[src/rtl/medfilt_out_fifo_if.sv]
// Show-ahead valid/ready read port carrying filtered median samples to the consumer.
interface medfilt_out_fifo_if #(
  parameter int DATA_W = 8
);
  logic              valid;
  logic [DATA_W-1:0] data;
  logic              ready;

  modport master (output valid, data, input ready);
  modport slave  (input valid, data, output ready);
endinterface

[src/rtl/medfilt_out_fifo.sv]
// Capture stage behind the 3-tap median filter: skips pipeline warm-up samples,
// buffers valid medians in a FIFO and reports samples lost to a full buffer.
module medfilt_out_fifo #(
  parameter int DATA_W = 8,
  parameter int DEPTH  = 16,
  parameter int FILL   = 4
) (
  input  logic                     clk,
  input  logic                     rst,
  input  logic                     en,
  input  logic [DATA_W-1:0]        din,
  medfilt_out_fifo_if.master       rd,
  output logic [$clog2(DEPTH):0]   level,
  output logic                     warm,
  output logic                     overflow,
  output logic [7:0]               drop_cnt,
  input  logic                     ovf_clr
);
  localparam int AW  = $clog2(DEPTH);
  localparam int LW  = AW + 1;
  localparam int WCW = (FILL < 1) ? 1 : $clog2(FILL + 1);

  logic [DATA_W-1:0] mem [DEPTH];
  logic [AW-1:0]     wptr, rptr;
  logic [WCW-1:0]    wcnt;
  logic              push, pop, full, wr, drop;

  assign warm     = (wcnt == WCW'(FILL));
  assign full     = (level == LW'(DEPTH));
  assign rd.valid = (level != '0);
  assign rd.data  = mem[rptr];
  assign push     = en & warm;
  assign pop      = rd.valid & rd.ready;
  // A full FIFO still accepts a sample when the head leaves in the same cycle.
  assign wr       = push & (~full | pop);
  assign drop     = push & full & ~pop;

  always_ff @(posedge clk) begin
    if (wr) mem[wptr] <= din;
  end

  always_ff @(posedge clk) begin
    if (rst) begin
      wcnt     <= '0;
      wptr     <= '0;
      rptr     <= '0;
      level    <= '0;
      overflow <= 1'b0;
      drop_cnt <= '0;
    end else begin
      // Dropping en re-arms the warm-up; queued samples stay readable.
      if (!en)        wcnt <= '0;
      else if (!warm) wcnt <= wcnt + 1'b1;

      if (wr)  wptr <= wptr + 1'b1;
      if (pop) rptr <= rptr + 1'b1;

      case ({wr, pop})
        2'b10:   level <= level + 1'b1;
        2'b01:   level <= level - 1'b1;
        default: level <= level;
      endcase

      // A drop in the same cycle as a clear restarts the count at one.
      if (drop) begin
        overflow <= 1'b1;
        if (ovf_clr)               drop_cnt <= 8'd1;
        else if (drop_cnt != 8'hFF) drop_cnt <= drop_cnt + 8'd1;
      end else if (ovf_clr) begin
        overflow <= 1'b0;
        drop_cnt <= '0;
      end
    end
  end
endmodule

[src/flat_wrapper.sv]
// flat-port wrapper written by rule: the top's interface ports become plain ports
module medfilt_out_fifo_flat 
#(
  parameter int DATA_W = 8,
  parameter int DEPTH  = 16,
  parameter int FILL   = 4
)
  (clk, rst, en, din, level, warm, overflow, drop_cnt, ovf_clr, rd_valid, rd_data, rd_ready);
  medfilt_out_fifo_if #(.DATA_W(DATA_W)) rd_i ();
  input  logic clk;
  input  logic rst;
  input  logic en;
  input  logic [DATA_W-1:0] din;
  output logic [$clog2(DEPTH):0] level;
  output logic warm;
  output logic overflow;
  output logic [7:0] drop_cnt;
  input  logic ovf_clr;
  output wire logic [$bits(rd_i.valid)-1:0] rd_valid;
  output wire logic [$bits(rd_i.data)-1:0] rd_data;
  input wire logic [$bits(rd_i.ready)-1:0] rd_ready;
  assign rd_valid = rd_i.valid;
  assign rd_data = rd_i.data;
  assign rd_i.ready = rd_ready;
  medfilt_out_fifo #(.DATA_W(DATA_W), .DEPTH(DEPTH), .FILL(FILL)) u_core (.clk(clk), .rst(rst), .en(en), .din(din), .rd(rd_i), .level(level), .warm(warm), .overflow(overflow), .drop_cnt(drop_cnt), .ovf_clr(ovf_clr));
endmodule
[config.mk]
export PLATFORM = sky130hd
export DESIGN_NAME = medfilt_out_fifo_flat
export DESIGN_NICKNAME = d
export VERILOG_FILES = /design/src/rtl/medfilt_out_fifo_if.sv /design/src/rtl/medfilt_out_fifo.sv /design/src/flat_wrapper.sv
export SDC_FILE = /design/constraint.sdc
export NUM_CORES = 1
export LEC_CHECK = 0
export BUFFER_PORTS_ARGS = -buffer_cell sky130_fd_sc_hd__buf_2
export CAP_MARGIN = 5
export CORE_MARGIN = 5
export CORE_UTILIZATION = 50
export DETAILED_ROUTE_END_ITERATION = 6
export PLACE_DENSITY = 0.67
export SLEW_MARGIN = 5
export SYNTH_ARGS = -nofsm -noshare
export SYNTH_HDL_FRONTEND = slang
export SYNTH_SLANG_ARGS = --single-unit
[constraint.sdc]
create_clock -name clk -period 3.75 [get_ports clk]
set_input_delay 0.5625 -clock clk [delete_from_list [all_inputs] [get_ports clk]]
set_output_delay 0.5625 -clock clk [all_outputs]
set_load 0.05 [all_outputs]
# After elaboration in Yosys (flattened, before gate mapping)
# Memories as Yosys holds them, arrays and structs flattened. A register that Yosys moved wholly into a read port is not among the register bits.
# Index checks and enable logic that the tools add are counted.
[op_classes]
n_reduce_logical = 6
n_eq_ne = 5
n_mux = 11
bitwise_logic = 9
n_addsub = 6
[ops]
columns = ["cell", "n"]
rows = [
  ["$mux 8", 4],
  ["$pmux 5 s2", 1],
  ["$add 4x1->4 const B", 2],
  ["$add 8x1->8 const B", 1],
  ["$mux 4", 2],
  ["$ne 8x8->1 const B", 1],
  ["$reduce_bool 2->1", 3],
  ["$add 5x1->5 const B", 1],
  ["$and 1x1->1", 5],
  ["$eq 5x5->1 const B", 1],
  ["$reduce_bool 5->1", 1],
  ["$sub 5x1->5 const B", 1],
  ["$mux 1", 4],
  ["$add 3x1->3 const B", 1],
  ["$eq 3x3->1 const B", 1],
  ["$not 1->1", 3],
  ["$eq 2x1->1 const B", 1],
  ["$eq 2x2->1 const B", 1],
  ["$reduce_and 2->1", 1],
  ["$reduce_or 2->1", 1],
  ["$or 1x1->1", 1],
]
[word_totals]
ram_bits = 128
elab_cells = 44
register_bits = 25
n_memories = 1
[memory_table]
columns = ["memory", "words", "word_bits", "read_ports", "rd_ports_with_merged_regs", "wr", "line_no", "text"]
rows = [
  ["u_core.mem", 16, 8, 1, 1, 1, "medfilt_out_fifo.sv:23", "logic [DATA_W-1:0] mem [DEPTH];"],
]

# Depth between registers and ports, before layout
[logic_depth]
depth_word = 6
depth_mapped = 11
mapped_depth_nobuf = 10

# Worst setup path before layout
# OpenSTA, ideal clock, no wires.
[synth_timing]
path_type = "reg2reg"
from = "register u_core.wcnt[0]"
to = "register u_core.level[4]"
arrival_time_ps = 2769
required_time_ps = 3676
synth_period_minus_slack_ps = 2843
path_stages_with_launch = 11
slack_ps = 907
setup_ps = 74
path_buffers = 1
cell_sequence = "dfxtp_1 inv_1 ha_1 and3_1 clkbuf_1 a211oi_1 ha_1 nor2b_1 o22a_1 or4_1 a31oi_1"
[synth_via]
elab_chain_cells = 5
word_cells_on_any_way = 7
classes_between = "eq/ne: 3; mux: 1; bitwise: 2; reduce/logical: 1"
[synth_rtl]
columns = ["item", "line_no", "text"]
rows = [
  ["start, declared", "medfilt_out_fifo.sv:25", "logic [WCW-1:0] wcnt;"],
  ["start signal, assigned", "medfilt_out_fifo.sv:53", "else if (!warm) wcnt <= wcnt + 1'b1;"],
  ["$eq 3x3->1 *", "medfilt_out_fifo.sv:28", "assign warm = (wcnt == WCW'(FILL));"],
  ["$and 1x1->1 *", "medfilt_out_fifo.sv:32", "assign push = en & warm;"],
  ["$and 1x1->1 *", "medfilt_out_fifo.sv:35", "assign wr = push & (~full | pop);"],
  ["$eq 2x1->1 / $eq 2x2->1 (equally long branches)", "medfilt_out_fifo.sv:58", "case ({wr, pop})"],
  ["$pmux 5 s2 / $reduce_bool 2->1 (equally long branches)", "-", ""],
  ["end signal, assigned", "medfilt_out_fifo.sv:59", "2'b10: level <= level + 1'b1;"],
  ["end signal, assigned", "medfilt_out_fifo.sv:60", "2'b01: level <= level - 1'b1;"],
  ["end signal, assigned", "medfilt_out_fifo.sv:61", "default: level <= level;"],
  ["end, declared", "medfilt_out_fifo.sv:13", "output logic [$clog2(DEPTH):0] level,"],
]
# Mark *: on every way between the ends. The rest lies on a longest branch, timed or not.
# A chain may end at the register's enable or synchronous reset.

==> flow_summary.json <==
{
  "area.growth.synth_to_final_pct": 16.77,
  "die-area_um2": 15230,
  "cp_cell_sequence": "buf_12 > mux4_2 > mux4_2 > buf_2",
  "reg2reg_from": "u_core.wcnt[0]",
  "cts_setup_buffers": 0,
  "drcViolationCount": 0,
  "worst_pin_slew_ns": 0.6995,
  "wl_per_cell_um": 20.61,
  "ys_warn_count": 0,
  "ys.flop_type": "edfxtp_1",
  "final_cells": 613,
  "port_buffers": 36,
  "h-tree-depth": 4,
  "worstHoldStart": "u_core.wcnt[1]",
  "clk_pin_slew_ns": 0.06,
  "gr-total-overflow": 0,
  "grt_pass1_wl_mm": 19.70,
  "synth.top_cells.by_count": "128 x edfxtp_1, 40 x mux4_2, 30 x nor2_1, 29 x dfxtp_1, 15 x nand2_1",
  "hold_depth": 2,
  "numCtsBuffers": 17,
  "post-dp-hpwl_mm": 8.350,
  "avgSynthCellArea_um2": 17.24,
  "fin_tns_setup_ns": 0,
  "fp.dieH_um": 123.4,
  "critical_path_arrival_ns": 2.57,
  "total_leakage_power_uw": 0.002542,
  "holdPathEnd": "u_core.wcnt[1]",
  "grtUsageTotal_pct": 18.09,
  "cp_slowest_stage_delay_ns": 0.61,
  "dp.cells": 582,
  "ant_nets": 0,
  "fin_util_pct": 59.50,
  "layout-drive-gt1-share_pct": 29.93,
  "worst_path_max_delay_cell": "dfxtp_2",
  "reg2reg_to": "u_core.level[4]",
  "clock.fmax_mhz": 319.0,
  "drt-initial-drc-count": 330,
  "yosysUniqueCellTypes": 44,
  "boundaryPins": 37,
  "grt_pass1_vias": 3504,
  "nNetsFinal": 454,
  "synth_edf_count": 128,
  "antenna_found_initial": 0,
  "coreArea_um2": 12620,
  "synth_area_leaders": "edfxtp_1 60%, mux4_2 14%, dfxtp_1 9.0%, ha_1 2.1%, nor2_1 1.8%",
  "worstSkewPairLatency_ns": 0.41,
  "syn_inst": 373,
  "crit_fanout": 21,
  "routabilityCongestion": 0.8637,
  "wl_mm": 12.63,
  "hold_viol_final": 0,
  "slew_headroom_pct": 53.31,
  "cts_resized": 0,
  "synthesis.area_um2": 6430,
  "die_w_um": 123.4,
  "syn-num-nets": 398,
  "slew_violations": 0,
  "period_minus_slack_ns": 3.135,
  "fin_worst_skew_ns": 0.004849,
  "vias": 3452,
  "cts_sinks": 157,
  "hold_buffers": 0,
  "rows": 41,
  "ir_worst_vdd_uv": 226.1,
  "cts_tree": "built",
  "async_flop_share_pct": 0,
  "startpoint_type": "flip-flop",
  "status": "completed",
  "ys_seq_area_share_pct": 68.81,
  "rr_worst_depth": 9,
  "synth_seq_cells": 157,
  "max-cap-violations": 0,
  "crit_type": "flip-flop to primary output",
  "dr.pass1.iters": 4,
  "rsz0062_at_grt": "false",
  "antenna_cells": 0,
  "crit_required_ns": 3.19,
  "cp-end-kind": "primary output",
  "netlist.top_cell.by_area": "edfxtp_1",
  "cts_root_buffer": "clkbuf_16",
  "yosysTopAreaCellShare_pct": 59.78,
  "yosysMostFrequentCell": "edfxtp_1",
  "clock_path_buffers": 2,
  "grt_max_degree": 33,
  "power.density_nw_per_um2": 491.3,
  "initial_core_util_pct": 50.95,
  "crit_top_cell": "mux4_2",
  "holdWs_ns": 0.4725,
  "finalCritPeriodShare_pct": 83.61,
  "finalSetupViolCount": 0,
  "hp-class": "flip-flop to flip-flop",
  "via_per_inst": 5.631,
  "r2r_setup_slack_ns": 0.68
}
-- worst max-delay path, delay by kind of cell, from the launching register on --
kind | cells | cell delay (ns)
buffers and inverters | 2 | 0.50
muxes | 2 | 1.04
DFF | 1 | 0.61
-- worst max-delay path by stage --
stage / from / slack [ns] / endpoint / depth (start not counted)
floorplan: u_core.wcnt[0] / 0.91 / u_core.level[4] / 10
global placement: en / 0.83 / u_core.level[4] / 8
detailed placement: u_core.wcnt[0] / 0.74 / u_core.level[4] / 9
CTS: flip-flop / 0.54 / rd_data[7] / 4
global route: flip-flop / 0.46 / rd_data[7] / 4
finish: flip-flop / 0.61 / rd_data[7] / 4
-- area by class of cell --
class                   instances  area [µm²]
clock buffers                  18       429.2
clock inverters                13       172.7
fillers                       961        5111
inverters                      11       41.29
multi-input cells             188        1897
flip-flops and latches        157        4425
well taps                     172       215.2
repair buffers                 54       327.8
-- state kept, by name, summed over array words and instances, names as in the netlist, named ones only --
register and cells:
u_core.drop_cnt 8, u_core.wptr 4, u_core.rptr 4, u_core.wcnt 3, u_core.mem 128, u_core.level 5
u_core.overflow 1
-- power by group --
group | internal, µW | leakage [µW] | switching (µW)
combinational | 21.7 | 0.000863 | 43.5
clock | 1100 | 0.000295 | 634
sequential | 1880 | 0.00138 | 3.40
-- per-layer routing --
| layer | share of wire (%) | wire length (µm) | vias up | global-route usage [%] |
|---|---|---|---|---|
| met1 | 43 | 5386 | 1737 | 23.93 |
| met2 | 51 | 6416 | 114 | 30.00 |
| li1 | - | - | 1590 | - |
| met3 | 5.6 | 709 | 11 | 4.712 |
| met4 | 0.94 | 119 | 0 | 4.775 |
| met5 | 0 | 0 | - | 0 |
-- through the flow --
step           power (µW)  setup WS, ns  instance area [µm²]
6_report             3689        0.6147                 7508
3_5_place_dp         1990        0.7411                 6907
5_1_grt              3819        0.4560                 7508
4_1_cts              3723        0.5362                 7508
3_3_place_gp         1987        0.8296                 6907
2_1_floorplan        1958        0.9070                 6430
-- layout by cell type (no fill, tap or decap), types with 2 or more instances in the layout --
cell type  count
mux4_2        40
clkinv_2       4
buf_4         17
nor2_1        30
nor2b_1        5
or2_2          2
nand4_1        3
nand2_1       15
o221ai_1       2
o21ai_0        2
buf_2         36
xnor2_1        4
a21o_1         2
mux2i_1        5
edfxtp_1     128
o31ai_1        3
clkbuf_16     17
clkinv_1       2
and3_1         2
ha_1          11
bufinv_16      4
o211ai_1       3
dfxtp_1       28
nor3_1         6
mux2_2         3
a31oi_1        2
a211oi_1       3
or4_1          5
inv_1         11
nand3_1        8
xor2_1         3
and4_1         2
nand2b_1       6
a21oi_1        8
-- logic make-up after synthesis --
group,synth area share (%)
AO/OA/AOI/OAI,3.250
buffers and inverters,1.693
AND/OR/NAND/NOR,7.531
multiplexers,15.31
adder cells (fa/ha/maj),2.452
flip-flops,68.81
XOR/XNOR,0.9535
Power figures use the tool's default switching activity.
